<file path="config.mk">
export PLATFORM = sky130hd
export DESIGN_NAME = modulo_updown_counter
export DESIGN_NICKNAME = d
export VERILOG_FILES = /design/src/rtl/modulo_updown_counter.sv
export SDC_FILE = /design/constraint.sdc
export NUM_CORES = 1
export LEC_CHECK = 0
export CAP_MARGIN = 25
export CORE_AREA = 10 10 47 49
export DETAILED_ROUTE_END_ITERATION = 8
export DIE_AREA = 0 0 57 59
export PLACE_DENSITY = 0.65
export SLEW_MARGIN = 20
export SYNTH_ARGS = -nofsm -noshare
export SYNTH_HDL_FRONTEND = slang
export SYNTH_SLANG_ARGS = --single-unit
</file>
<file path="constraint.sdc">
create_clock -name clk -period 4.1 [get_ports clk]
set_input_delay 0.41 -clock clk [delete_from_list [all_inputs] [get_ports clk]]
set_output_delay 0.41 -clock clk [all_outputs]
set_load 0.1 [all_outputs]
</file>
<file path="src/rtl/modulo_updown_counter.sv">
// Modulo-(MAX_COUNT+1) up/down counter with parallel load, terminal count and wrap pulse.
// Define MODULO_COUNTER_SATURATE_EN to make the count saturate at its ends instead of wrapping.
module modulo_updown_counter #(
  parameter int WIDTH     = 5,
  parameter int MAX_COUNT = 2**WIDTH-1
) (
  input  logic             clk,
  input  logic             rst,
  input  logic             enable,
  input  logic             up_down,
  input  logic             load,
  input  logic [WIDTH-1:0] e_load,
  output logic [WIDTH-1:0] q,
  output logic             tc,
  output logic             wrap
);

  localparam logic [WIDTH-1:0] MAX_V = WIDTH'(MAX_COUNT);
  localparam logic [WIDTH-1:0] ONE   = WIDTH'(1);
  localparam logic [WIDTH-1:0] ZERO  = '0;

`ifdef MODULO_COUNTER_SATURATE_EN
  localparam logic [WIDTH-1:0] UP_END_V = MAX_V;
  localparam logic [WIDTH-1:0] DN_END_V = ZERO;
`else
  localparam logic [WIDTH-1:0] UP_END_V = ZERO;
  localparam logic [WIDTH-1:0] DN_END_V = MAX_V;
`endif

  logic [WIDTH-1:0] count_q, count_d, load_val;
  logic             wrap_q, wrap_d;
  logic             at_max, at_zero, over_max, tc_c;

  // A full-range counter can never exceed MAX_COUNT, so skip the compares there.
  generate
    if (MAX_COUNT == (2**WIDTH)-1) begin : g_full
      assign over_max = 1'b0;
      assign load_val = e_load;
    end else begin : g_part
      assign over_max = (count_q > MAX_V);
      assign load_val = (e_load > MAX_V) ? MAX_V : e_load;
    end
  endgenerate

  assign at_max  = (count_q == MAX_V);
  assign at_zero = (count_q == ZERO);
  assign tc_c    = enable & ~load & (up_down ? at_max : at_zero);

  always_comb begin
    count_d = count_q;
    if (load) begin
      count_d = load_val;
    end else if (enable) begin
      if (up_down) begin
        if (over_max)    count_d = ZERO;
        else if (at_max) count_d = UP_END_V;
        else             count_d = count_q + ONE;
      end else begin
        if (over_max)     count_d = MAX_V;
        else if (at_zero) count_d = DN_END_V;
        else              count_d = count_q - ONE;
      end
    end
  end

`ifdef MODULO_COUNTER_SATURATE_EN
  assign wrap_d = 1'b0;
`else
  assign wrap_d = tc_c;
`endif

  always_ff @(posedge clk) begin
    if (rst) begin
      count_q <= ZERO;
      wrap_q  <= 1'b0;
    end else begin
      count_q <= count_d;
      wrap_q  <= wrap_d;
    end
  end

  assign q    = count_q;
  assign tc   = tc_c;
  assign wrap = wrap_q;

endmodule

</file>
==> results.md <==
* CP bufs+invs at 1
* Cell Count, Final, Fillers Out at 93
* Post-CTS Hold Buffers at 0
* Slowest cell on crit path: clkdlybuf4s50_1
* EDFF count, synth at 0
* CTS sink count at 6
* Placed insts at 90
* Post-detail-place hpwl at 912.8 um
* Distinct cells, synth at 28
* DR DRC count at 0
* Total power at about 220 uW
* Worst stage delay on the critical path at 1210 ps
* Final worst path period need at 2402 ps
* CTS tree: built
* Area Overhead vs Synth at 32.76%
* Wire per inst at between 10 and 15 um
* Worst clock skew at approximately 1.6 ps
* Hold Crit Class: primary input to flip-flop
* First DRT Iteration DRCs at 12
* Final setup vio count at 0
* Type of origin of the critical path: flip-flop
* FP Rows at 14
* Setup crit end kind: output pin
* Post-synthesis cell area at 511.7 um^2
* CTS Root Cell: clkbuf_4
* Top-area cell type share of the netlist area at 0.2347
* Clock Tree Buf Depth at 2
* Die height at 59 um
* Final net count at 92
* #FFs+latches synth at 6
* Post-DR vias/cell at 5.054
* CP Max Fanout at 10
* Ports at 17
* Period Utilization, post-route at 0.5859
* Area leader, netlist: dfxtp_1
* CP delay by family, top: buffers and inverters
* TritonRoute pass-1 iters at 4
* Status: finished, final reports clean
* Vias in the first global route at between 400 and 500
* Leakage at ~0.27 nW
* Post-Syn Nets at 75
* H-tree depth at 1
* Gpl congestion at approximately 0.76
* Crit path DAT at just under 2000 ps
* GRT Total Usage at 0.07906
* Slew Limit Headroom at 0.3477
* Top cells by count, synth: dfxtp_1, nor2_1, a21oi_1, inv_1, nand2_1
* Die footprint at 3363 um^2
* Synth Flop Type: dfxtp_1
* Skew-Pair Late Insertion Delay at 250 ps
* PostCTS Resize Cnt at 0
* # Post-CTS Setup Buffers at 0
* Crit-path cells: clkdlybuf4s50_1
* Share of post-route cells with drive strength above 1 at 0.1299
* Worst VDD drop at 184.8 uV
* ANT cells at 0
* Synthesized instance count at 62
* Max Cap Viol at 0
* Sequential element share of the synthesized area at 0.2347
* Placed cell area at about 660 um^2
* CP Class: flip-flop to output pin
* Worst-path clk slew at 50 ps
* Initial Util at 0.3652
* CTS Buf Count at 3
* Setup TNS Final at 0 ps
* Avg Cell Area, Syn at around 8.3 um^2
* Async SR Flop Fraction at 0
* Core box area at 1401 um^2
* Top cells by area, synth: dfxtp_1, ha_1, xnor2_1
* RSZ-0062 raised after global routing: no
* Final WL at 1242 um
* Port Buffer Count at 16
* YS warnings at 0
* Pin count of the biggest net entering global routing at 15
* Via count at 470
* Final ANT Viol Nets at 0
* Finished Cell Area at about 680 um^2
* First-pass GRT wire length at 2090 um
* Die W at 57 um
* Initial antenna violation count at 0
* Worst slew pin tran at 975.3 ps
* CP Data Required Time at 3690 ps
* Achievable Freq at about 0.42 GHz
* Final Max Tran Viols at 0
* Count of final hold-check violations at 0
* Grt ovf at 0
* P per Cell Area at 325.2 nW/um^2
[metal layers]
layer | vias to the layer above | track usage | part of all wire
met5 | - | 0 | 0
met4 | 0 | 0.06040 | 0.015
met3 | 4 | 0.04292 | 0.11
met2 | 18 | 0.1008 | 0.41
met1 | 198 | 0.09518 | 0.46
li1 | 250 | - | -
[where the power goes]
part | switching (mW) | internal, mW | leakage [nW]
registers | 0.00817 | 0.0627 | 0.0495
logic | 0.0572 | 0.0340 | 0.202
clock network | 0.0254 | 0.0334 | 0.0138
total | 0.0908 | 0.130 | 0.265
[area by class of cell]
| class | instances | area (um^2) |
|---|---|---|
| flip-flops and latches | 6 | 120.1 |
| clock buffers | 3 | 22.52 |
| multi-input cells | 48 | 344.1 |
| well taps | 16 | 20.02 |
| inverters | 4 | 15.01 |
| repair buffers | 16 | 157.7 |
| fillers | 142 | 721.9 |
[sequential cells by signal (all words and copies together), names as in the netlist]
| register | cells |
|---|---|
| q | 5 |
| wrap | 1 |
[path summary, 6_finish.rpt]
| kind | startpoint | end | slack [ps] | cells after the start |
|---|---|---|---|---|
| worst max-delay path | q[2] | q[2] | 1700 | 1 |
| worst min-delay path | e_load[0] | q[0] | 720 | 3 |
| worst max register to register | q[0] | q[4] | 2470 | 5 |
| worst min register to register | q[4] | q[4] | 730 | 2 |
[per-stage QoR]
stage | setup slack, ps | hold WS, ps | utilization
finish | 1698 | 717.1 | 0.4848
global route | 1605 | 732.3 | 0.4848
CTS | 1695 | 715.5 | 0.4848
detailed placement | 1833 | 716.0 | 0.4688
global placement | 1872 | 723.9 | 0.4688
floorplan | 655.5 | 476.2 | -
[layout by cell type, fill, tap and decap left out, drive strengths merged, types with 4 or more instances in the layout]
master and count:
clkdlybuf4s50 15, nor3 4, a21oi 4, inv 4
nand2 4, dfxtp 6, nor2 6
[logic make-up (layout without fill, tap and decap cells)]
family                     after synthesis  after routing  synth area share
xor gates and xnor gates                 3              3           0.05135
and+or+nand+nor                         23             23            0.2592
buffers and inverters                    8             23           0.09290
adders and majority gates                3              3           0.07336
muxes                                    2              2           0.03912
DFF                                      6              6            0.2347
AOI/OAI and AO/OA                       17             17            0.2494
No activity file was read; power rests on OpenSTA's default activity.
